[src/rtl/fp_switch_sequencer.sv]
// Front-panel switch sequencer: one prioritised command pulse per press, then a debounce lockout.
// Build option FP_AUTOREPEAT_EN lets held REPEAT_MASK switches re-trigger without a release.
module fp_switch_sequencer #(
  parameter int              N_SW         = 7,
  parameter int              DBNCE_BITS   = 16,
  parameter int              PULSE_CYCLES = 3,
  parameter logic [N_SW-1:0] RUN_MASK     = N_SW'(7'b0000001),
  parameter logic [N_SW-1:0] REPEAT_MASK  = N_SW'(7'b0000110)
) (
  input  logic            clk,
  input  logic            reset,
  input  logic            halted,
  input  logic            at_boundary,
  input  logic            step_mode,
  input  logic [N_SW-1:0] sw,
  output logic [N_SW-1:0] sw_pulse,
  output logic            trig,
  output logic            sw_active,
  output logic            busy
);

  typedef enum logic [1:0] {S_IDLE, S_PULSE, S_LOCKOUT, S_RELEASE} state_t;

  // One counter serves both the pulse width (up to 15) and the lockout window.
  localparam int             CW         = (DBNCE_BITS > 4) ? DBNCE_BITS : 4;
  localparam logic [CW-1:0]  PULSE_LAST = CW'(PULSE_CYCLES - 1);
  localparam logic [CW-1:0]  LOCK_LAST  = CW'({DBNCE_BITS{1'b1}});

  state_t          r_state;
  state_t          w_next;
  logic [N_SW-1:0] r_sync1;
  logic [N_SW-1:0] r_sync2;
  logic [CW-1:0]   r_cnt;
  logic [N_SW-1:0] r_pulse;
  logic            r_trig;
  logic [N_SW-1:0] w_elig;
  logic [N_SW-1:0] w_lowest;
  logic            w_rel_ok;
  logic            w_pulse_done;
  logic            w_lock_done;

  always_ff @(posedge clk) begin
    if (!reset) begin
      r_sync1 <= '0;
      r_sync2 <= '0;
    end else begin
      r_sync1 <= sw;
      r_sync2 <= r_sync1;
    end
  end

  always_comb begin
    w_elig = '0;
    if (halted)
      w_elig = r_sync2;
    else if (at_boundary && step_mode)
      w_elig = r_sync2 & RUN_MASK;
  end

  // Two's-complement trick isolates the lowest set bit, i.e. the highest-priority switch.
  assign w_lowest     = w_elig & (~w_elig + N_SW'(1));
  assign w_pulse_done = (r_cnt == PULSE_LAST);
  assign w_lock_done  = (r_cnt == LOCK_LAST);

`ifdef FP_AUTOREPEAT_EN
  assign w_rel_ok = ((r_sync2 & ~REPEAT_MASK) == '0);
`else
  assign w_rel_ok = (r_sync2 == '0);
`endif

  always_ff @(posedge clk) begin
    if (!reset)
      r_state <= S_IDLE;
    else
      r_state <= w_next;
  end

  always_comb begin
    w_next = r_state;
    case (r_state)
      S_IDLE:    if (w_elig != '0) w_next = S_PULSE;
      S_PULSE:   if (w_pulse_done) w_next = S_LOCKOUT;
      S_LOCKOUT: if (w_lock_done)  w_next = S_RELEASE;
      S_RELEASE: if (w_rel_ok)     w_next = S_IDLE;
      default:   w_next = S_IDLE;
    endcase
  end

  always_ff @(posedge clk) begin
    if (!reset) begin
      r_cnt   <= '0;
      r_pulse <= '0;
      r_trig  <= 1'b0;
    end else begin
      case (r_state)
        S_IDLE: begin
          r_cnt <= '0;
          if (w_elig != '0) begin
            r_pulse <= w_lowest;
            r_trig  <= 1'b1;
          end
        end
        S_PULSE: begin
          if (w_pulse_done) begin
            r_cnt   <= '0;
            r_pulse <= '0;
            r_trig  <= 1'b0;
          end else begin
            r_cnt <= r_cnt + CW'(1);
          end
        end
        S_LOCKOUT: begin
          if (w_lock_done)
            r_cnt <= '0;
          else
            r_cnt <= r_cnt + CW'(1);
        end
        default: r_cnt <= '0;
      endcase
    end
  end

  always_comb begin
    sw_pulse  = r_pulse;
    trig      = r_trig;
    sw_active = (r_state == S_LOCKOUT);
    busy      = (r_state != S_IDLE);
  end

endmodule

[config.mk]
export PLATFORM = sky130hd
export DESIGN_NAME = fp_switch_sequencer
export DESIGN_NICKNAME = d
export VERILOG_FILES = /design/src/rtl/fp_switch_sequencer.sv
export SDC_FILE = /design/constraint.sdc
export NUM_CORES = 1
export LEC_CHECK = 0
export ABC_AREA = 1
export CAP_MARGIN = 0
export CORE_MARGIN = 8
export CORE_UTILIZATION = 45
export CTS_CLUSTER_DIAMETER = 60
export CTS_CLUSTER_SIZE = 40
export DETAILED_ROUTE_END_ITERATION = 16
export PLACE_DENSITY = 0.65
export SLEW_MARGIN = 20
export SYNTH_ARGS = -nofsm -noshare
export SYNTH_HDL_FRONTEND = slang
export SYNTH_SLANG_ARGS = --single-unit
[constraint.sdc]
create_clock -name clk -period 3 [get_ports clk]
set_input_delay 0.6 -clock clk [delete_from_list [all_inputs] [get_ports clk]]
set_output_delay 0.6 -clock clk [all_outputs]
set_load 0.02 [all_outputs]
==> results of run 1 <==
==> worst register-to-register path, cell delays in order (launching register included) <==
cell and delay (ns):
dfxtp_1 0.38, ha_1 0.19, nand2_1 0.09, nor2_2 0.17
nand2_2 0.14, o21ai_4 0.19, nand2_2 0.10, nand3_4 0.21
nor2_1 0.09
==> final cells by class <==
class	instances	area share (%)
Clock buffer	5	3.139
Clock inverter	3	2.112
Inverter	38	6.507
Multi-Input combinational cell	172	38.93
Sequential cell	40	36.53
Tap cell	50	2.854
Timing Repair Buffer	22	9.932
==> synth_stat cells, drive strengths merged <==
cell | n | share of area (%)
nor3 | 4 | 1.1
o22ai | 1 | 0.34
nor2 | 69 | 16
o21ai | 8 | 2.8
xnor2 | 3 | 1.4
inv | 38 | 7.7
nand2 | 61 | 13
xor2 | 4 | 1.9
nand4 | 4 | 1.4
a21oi | 3 | 0.81
dfxtp | 40 | 43
ha | 7 | 4.8
buf | 3 | 2.1
nor3b | 1 | 0.41
nor4 | 1 | 0.34
nand3 | 6 | 2.6
clkbuf | 2 | 0.41
==> sequential cells by signal (all words and copies together) (netlist names) <==
signal / cells
r_state: 2
r_cnt: 16
trig: 1
r_sync1: 7
sw_pulse: 7
r_sync2: 7
==> metal layers <==
metal	up-vias	track usage [%]
met3	6	3.378
li1	816	-
met5	-	0
met4	0	6.000
met2	23	16.81
met1	617	13.36
==> per-stage QoR <==
stage	instances	worst slack, ns	hold slack, ns	area, sq um	power (mW)
2_1_floorplan	255	1.429	0.3905	1843	1.015
5_1_grt	330	0.5175	0.4302	2192	1.716
3_3_place_gp	322	0.8031	0.3926	2077	1.146
6_report	330	0.6726	0.4135	2192	1.587
4_1_cts	330	0.6541	0.4121	2192	1.606
3_5_place_dp	322	0.7296	0.3972	2077	1.151
==> worst max-delay path by stage <==
stage	startpoint	endpoint	depth (start not counted)
6_report	r_state[0]	busy	4
2_1_floorplan	halted	sw_pulse[0]	10
4_1_cts	r_state[0]	busy	4
5_1_grt	r_state[0]	busy	4
3_5_place_dp	halted	sw_pulse[4]	8
3_3_place_gp	halted	trig	8
==> kinds of logic after synthesis <==
logic type	after synthesis
flops	40
fa+ha+maj	7
simple gates	146
buf+inv	43
compound gates	12
xor+xnor	7
==> placed cells by master (no fill, tap or decap), types with 2 or more instances in the layout <==
cell / n
nor2_2: 13
nand3_1: 4
ha_1: 7
nand2_2: 2
nor3_1: 4
xnor2_1: 3
a21oi_1: 3
xor2_1: 4
inv_1: 38
nand4_1: 4
nand2_1: 59
nor2_1: 56
dfxtp_1: 40
o21ai_0: 7
clkbuf_8: 5
clkdlybuf4s50_1: 21
==> power groups by stage <==
stage | combinational (mW) | sequential [mW] | clock, mW
6_report | 0.517 | 0.619 | 0.450
3_5_place_dp | 0.518 | 0.633 | 0
2_1_floorplan | 0.350 | 0.665 | 0
5_1_grt | 0.596 | 0.628 | 0.492
4_1_cts | 0.524 | 0.620 | 0.462
3_3_place_gp | 0.516 | 0.630 | 0
==> qor_table.md, run 1 <==
| Step | Metric | This run |
|:---|:---|:---|
| yosys | Yosys warns | 0 |
| final layout | Fraction of layout cells with a size suffix above 1 | 9.643% |
| critical path | Delay of the slowest critical-path stage | 0.63 ns |
| routing | Top layer used by detailed routing | met4 |
| routing | DR pass1 iterations | 4 |
| timing | Slew headroom | 77.13% |
| clock network | Hold buffer count at CTS | 0 |
| run | Max-cap violation count | 0 |
| timing | Post-route setup TNS | 0 ns |
| critical path | Category of cells accounting for the largest share of critical-path delay | buffers and inverters |
| critical path | Worst setup slack for register-to-register paths | 1.34 ns |
| critical path | Required time of the critical path | 2.40 ns |
| routing | Total met3 wirelength after detailed routing | 141 um |
| clock network | CTS clock-pin slew for the worst setup and hold paths | 0.08 ns |
| routing | Met1 wire length | 1.605 mm |
| min path | Worst Hold Endpoint | r_sync2[6] |
| pwr | Portion of total power attributed to sequential cells | 39.0% |
| routing | Post-DR wirelength/cell | 9.652 um |
| floorplanning | Core outline area | 3971 sq um |
| placement | Half-perimeter wire length after detailed placement | 2.353 mm |
| min path | HP Class | reg -> reg |
| routing | WL final | 3.185 mm |
| clock network | Post-CTS sizing | 0 |
| min path | Cell depth of the worst min-delay path | 2 |
| yosys | Compound-gate portion of the synthesized area | 3.938% |
| pwr | Leakage power | 1.003 nW |
| routing | DRC violations left | 0 |
| placement | RePlAce Congestion | 0.8145 |
| min path | Hold path startpoint | r_sync1[6] |
| critical path | Cell type of the slowest stage on the worst timing path | clkdlybuf4s50_1 |
| floorplanning | Placement row count | 23 |
| yosys | Netlist area before placement | 1843 sq um |
| routing | ANT nets after route | 0 |
| yosys | Synth Area in Adders | 4.752% |
| clock network | TritonCTS buffer count | 5 |
| floorplanning | Horiz. Die Dim | 80.00 um |
| floorplanning | Top-level port count | 22 |
| final layout | Area occupied by registers | 800.8 sq um |
| pwr | Largest vdd supply drop | 357.1 uV |
| critical path | Critical path start-end classification | reg -> out |
| critical path | Critical Path Fanout Max | 4 |
| global routing | Wire length of the first global-routing pass | 5.637 mm |
| floorplanning | Starting density of the core | 46.41% |
| routing | Vias after detailed routing | 1,462 |
| yosys | Count of mapped cells out of synthesis | 255 |
| routing | Met2 routed WL | 1.372 mm |
| clock network | Number of buffers inserted to repair setup after CTS | 0 |
| clock network | TritonCTS clock tree | built |
| timing | Maximum operating frequency | 429.7 MHz |
| global routing | Via count of the first global-routing pass | 1,352 |
| timing | Clock Skew | 0.005912 ns |
| floorplanning | Die height | 80.00 um |
| timing | Post-layout min period | 2.327 ns |
| critical path | Critical path buffer and inverter count | 3 |
| critical path | Category of the worst setup path launch point | flop |
| yosys | XOR/XNOR share of the synthesized area | 3.327% |
| critical path | Capturing element type of the critical path | output pin |
| critical path | Destination of the worst register-to-register timing path | r_cnt[11] |
| floorplanning | Area of the die | 6399 sq um |
| yosys | Multiplexer fraction of the synthesized cell area | 0% |
| critical path | Chain of cells forming the critical path | inv_1, ha_1, inv_1, clkdlybuf4s50_1 |
| outcome | Status | finished, final reports clean |
| clock network | Clock insertion delay at the later pin of the skew report | 0.29 ns |
| clock network | Number of H-tree levels | 2 |
| global routing | Largest net degree at the start of global routing | 19 |
| timing | Setup-violating endpoint count in the final report | 0 |
| timing | Max Transition Viols Final | 0 |
| pwr | Total net switching power | 547.5 uW |
| timing | Worst-margin pin slew | 0.3420 ns |
| global routing | Residual overflow from global routing | 0 |
| timing | Ratio of final minimum period to clock period | 77.58% |
| routing | Initial DRC count | 52 |
| yosys | Post-Synth Simple-Gate Area | 34.28% |
| timing | RSZ-0062 raised after global routing | false |
| clock network | Maximum count of clock buffers along a single path | 2 |
| yosys | Number of storage elements in the synthesis netlist | 40 |
| final layout | Area growth syn-to-layout | 18.94% |
| final layout | Antenna diode count | 0 |
| final layout | Number of inserted filler cells in the final layout | 412 |
| yosys | Average cell area after synthesis | 7.228 sq um |
| placement | Number of port buffers | 21 |
| timing | Number of hold violations in the final report | 0 |
| critical path | Count of cells along the worst register-to-register path | 8 |
| pwr | Switching share of total power | 34.50% |
| global routing | Antenna violations before repair | 0 |
| pwr | Power share of the clock group | 28.4% |
| clock network | Buffer cell driving the clock tree root | clkbuf_8 |
| final layout | Post-layout net count | 298 |
| final layout | Multi-input combinational cell area | 853.3 sq um |
| global routing | Combined global-route utilization of all metal layers | 10.99% |
| yosys | Dominant combinational cell family by area after synthesis | simple AND/OR/NAND/NOR gates |
| final layout | Utilization after layout | 55.20% |
| critical path | Most repeated library cell on the critical path | inv_1 |
| yosys | Register area share after synthesis | 43.45% |
| clock network | Clock Sink Count | 40 |
| critical path | Crit path DAT | 1.73 ns |
| pwr | Ratio of total power to cell area | 723.8 nW/um^2 |
| yosys | Net count after synthesis | 274 |
| routing | Vias per Instance | 4.430 |
| critical path | Startpoint of the lowest-slack register-to-register path | r_cnt[0] |
| yosys | Distinct cell type count after synthesis | 24 |
| pwr | Comb power frac | 32.6% |
| pwr | Internal Pwr Total | 1.039 mW |
(Power assumes the default switching activity.)
==> inputs of run 2 (changes only) <==
==> constraint.sdc (replaced) <==
create_clock -name clk -period 2.41 [get_ports clk]
set_input_delay 0.482 -clock clk [delete_from_list [all_inputs] [get_ports clk]]
set_output_delay 0.482 -clock clk [all_outputs]
set_load 0.02 [all_outputs]
==> run 2 against run 1 <==
  * Critical path type unchanged
  * Sequential cell count is the same
  * Power grew 24%
  * Clock skew grew 0.0047 ns
  * Die area is the same
  * Wire length shrank 2.3%
  * Non-clock buffer count grew 1
  * Register-to-register slack lost 0.60 ns
  * Sequential power grew 24%
  * First-iteration DRC count grew 7.7%
  * Global-route usage shrank 0.51 points
==> qor_table.md, run 2 (same netlist as run 1, synthesis figures left out) <==
| Step | Metric | This run | vs previous |
|:---|:---|:---|:---|
| outcome | Status | finished, final reports clean |  |
| clock network | TritonCTS clock tree | built |  |
| global routing | Largest net degree at the start of global routing | 19 | unchanged |
| placement | Half-perimeter wire length after detailed placement | 2.269 mm | -3.6% |
| timing | Post-layout min period | 2.197 ns |  |
| routing | DR pass1 iterations | 4 | unchanged |
| placement | Pre-CTS setup slack | 0.2760 ns | -0.4536 ns |
| clock network | CTS clock-pin slew for the worst setup and hold paths | 0.08 ns | about the same |
| final layout | Largest Register | r_cnt |  |
| pwr | Portion of total power attributed to sequential cells | 39.1% | about the same |
| routing | Vias after detailed routing | 1,466 | +0.27% |
| global routing | Highest-utilization routing layer at the global route stage | met2 |  |
| pwr | Largest vdd supply drop | 463.7 uV | +30% |
| timing | Worst-margin pin slew | 0.3045 ns | -0.03742 ns |
| critical path | Most repeated library cell on the critical path | inv_1 |  |
| clock network | Maximum count of clock buffers along a single path | 2 | unchanged |
| final layout | Antenna diode count | 0 | unchanged |
| critical path | Critical Path Fanout Max | 4 | unchanged |
| critical path | Cell type of the slowest stage on the worst timing path | clkdlybuf4s50_1 |  |
| clock network | Number of H-tree levels | 2 | unchanged |
| critical path | Critical path buffer and inverter count | 3 | unchanged |
| floorplanning | Starting density of the core | 46.41% | unchanged |
| pwr | Ratio of total power to cell area | 895.5 nW/um^2 | +24% |
| routing | ANT nets after route | 0 | unchanged |
| timing | RSZ-0062 raised after global routing | false |  |
| timing | Clock Skew | 0.01063 ns | +0.004723 ns |
| global routing | Combined global-route utilization of all metal layers | 10.48% | -0.51 points |
| floorplanning | Die height | 80.00 um | unchanged |
| pwr | Internal Pwr Total | 1.295 mW | +25% |
| pwr | Switching share of total power | 34.25% | -0.25 points |
| clock network | Number of buffers inserted to repair setup after CTS | 0 | unchanged |
| global routing | GR met1 Demand/Resource | 13.45% | +0.084 points |
| clock network | Post-CTS sizing | 0 | unchanged |
| placement | RePlAce Congestion | 0.8219 | +0.91% |
| critical path | Category of cells accounting for the largest share of critical-path delay | buffers and inverters |  |
| pwr | Total net switching power | 674.7 uW | +23% |
| global routing | Via count of the first global-routing pass | 1,288 | -4.7% |
| final layout | Flip-flop count of the largest register, all copies and words added | 16 | unchanged |
| clock network | Clock Sink Count | 40 | unchanged |
| floorplanning | Top-level port count | 22 | unchanged |
| final layout | Most used cells in the layout excluding fill and tap cells | 59 x nand2_1, 56 x nor2_1, 40 x dfxtp_1 |  |
| critical path | Required time of the critical path | 1.93 ns | -0.47 ns |
| timing | Slew headroom | 79.48% | +2.4 points |
| min path | HP Class | reg -> reg |  |
| critical path | Crit path DAT | 1.71 ns | -0.02 ns |
| final layout | Fraction of layout cells with a size suffix above 1 | 9.964% | +0.32 points |
| timing | Post-layout worst setup margin | 0.2134 ns | -0.4591 ns |
| global routing | Met3 GRT Util | 3.153% | -0.23 points |
| routing | DRC violations left | 0 | unchanged |
| timing | Max Transition Viols Final | 0 | unchanged |
| timing | Setup-violating endpoint count in the final report | 0 | unchanged |
| global routing | Residual overflow from global routing | 0 | unchanged |
| pwr | Total power | 1.970 mW | +24% |
| timing | Ratio of final minimum period to clock period | 91.14% |  |
| global routing | Met2 track demand over resource | 15.12% | -1.7 points |
| routing | Initial DRC count | 56 | +7.7% |
| critical path | Worst setup slack for register-to-register paths | 0.74 ns | -0.60 ns |
| run | Max-cap violation count | 0 | unchanged |
| pwr | Power share of the clock group | 28.3% | about the same |
| floorplanning | Core outline area | 3971 sq um | unchanged |
| floorplanning | Placement row count | 23 | unchanged |
| floorplanning | Area of the die | 6399 sq um | unchanged |
| critical path | Category of the worst setup path launch point | flop |  |
| timing | Number of hold violations in the final report | 0 | unchanged |
| critical path | Delay of the slowest critical-path stage | 0.62 ns | about the same |
| pwr | Comb power frac | 32.6% | about the same |
| final layout | Post-layout net count | 299 | +0.34% |
| clock network | Clock insertion delay at the later pin of the skew report | 0.29 ns | about the same |
| clock network | Hold buffer count at CTS | 0 | unchanged |
| final layout | Number of inserted filler cells in the final layout | 401 | -2.7% |
| critical path | Capturing element type of the critical path | output pin |  |
| critical path | Critical path start-end classification | reg -> out |  |
| final layout | Area growth syn-to-layout | 19.35% |  |
| placement | Number of port buffers | 21 | unchanged |
| clock network | TritonCTS buffer count | 5 | unchanged |
| final layout | Most common cell after layout, fill and taps aside | nand2_1 |  |
| floorplanning | Horiz. Die Dim | 80.00 um | unchanged |
| routing | Vias per Instance | 4.429 | about the same |
| global routing | Antenna violations before repair | 0 | unchanged |
| critical path | Chain of cells forming the critical path | inv_1, ha_1, inv_1, clkdlybuf4s50_1 |  |
| clock network | Buffer cell driving the clock tree root | clkbuf_8 |  |
| routing | WL final | 3.112 mm | -2.3% |
| timing | Maximum operating frequency | 455.3 MHz |  |
| routing | Post-DR wirelength/cell | 9.402 um | -2.6% |
| pwr | Leakage power | 1.008 nW | +0.48% |
| timing | Post-route setup TNS | 0 ns | unchanged |
| global routing | Wire length of the first global-routing pass | 5.340 mm | -5.3% |
==> run 2: layout make-up <==
class | instances | area, sq um | area share [%]
flip-flops and latches | 40 | 800.8 | 36.40
multi-input cells | 172 | 853.3 | 38.79
clock buffers | 5 | 68.82 | 3.129
clock inverters | 3 | 46.29 | 2.105
repair buffers | 23 | 225.2 | 10.24
well taps | 50 | 62.56 | 2.844
inverters | 38 | 142.6 | 6.485
==> run 2: worst paths after layout <==
| path | startpoint | to | cells past startpoint |
|---|---|---|---|
| hold reg to reg | r_sync1[6] | r_sync2[6] | 2 |
| setup reg to reg | r_cnt[0] | r_cnt[3] | 8 |
| setup / recovery | r_state[0] | busy | 4 |
| hold / removal | r_sync1[6] | r_sync2[6] | 2 |
==> run 2: routing by layer <==
layer	vias to the layer above	part of all wire, %
li1	815	-
met3	7	4.7
met4	0	2.2
met1	618	50
met5	-	0
met2	26	43
==> run 2: worst register-to-register path, cell delays in order (launching register included) <==
cell and delay (ns):
dfxtp_1 0.38, ha_1 0.19, nand2_1 0.08, nor2_2 0.17
nand2_2 0.14, o21ai_4 0.19, nand2_2 0.10, nand3_4 0.21
nor3_1 0.08
==> run 2: power groups by stage <==
stage | registers, mW | clock network [mW] | logic [mW]
6_report | 0.770 | 0.558 | 0.643
5_1_grt | 0.780 | 0.611 | 0.738
4_1_cts | 0.771 | 0.575 | 0.649
3_5_place_dp | 0.786 | 0 | 0.644
3_3_place_gp | 0.785 | 0 | 0.642
2_1_floorplan | 0.828 | 0 | 0.435
==> run 2: stage by stage <==
stage / std cells / util, % / hold WS, ns / area, sq um
floorplan: 255 / - / 0.3905 / 1843
global placement: 323 / 52.49 / 0.3926 / 2085
detailed placement: 323 / 52.49 / 0.3963 / 2085
CTS: 331 / 55.39 / 0.4158 / 2200
global route: 331 / 55.39 / 0.4306 / 2200
finish: 331 / 55.39 / 0.4132 / 2200
==> inputs of run 3 (changes only) <==
--- a/config.mk
+++ b/config.mk
@@ -17,3 +17,4 @@
 export SYNTH_ARGS = -nofsm -noshare
 export SYNTH_HDL_FRONTEND = slang
 export SYNTH_SLANG_ARGS = --single-unit
+export TNS_END_PERCENT = 10
==> results of run 3 <==
Final layout, timing and power as in run 2 (identical DEF).
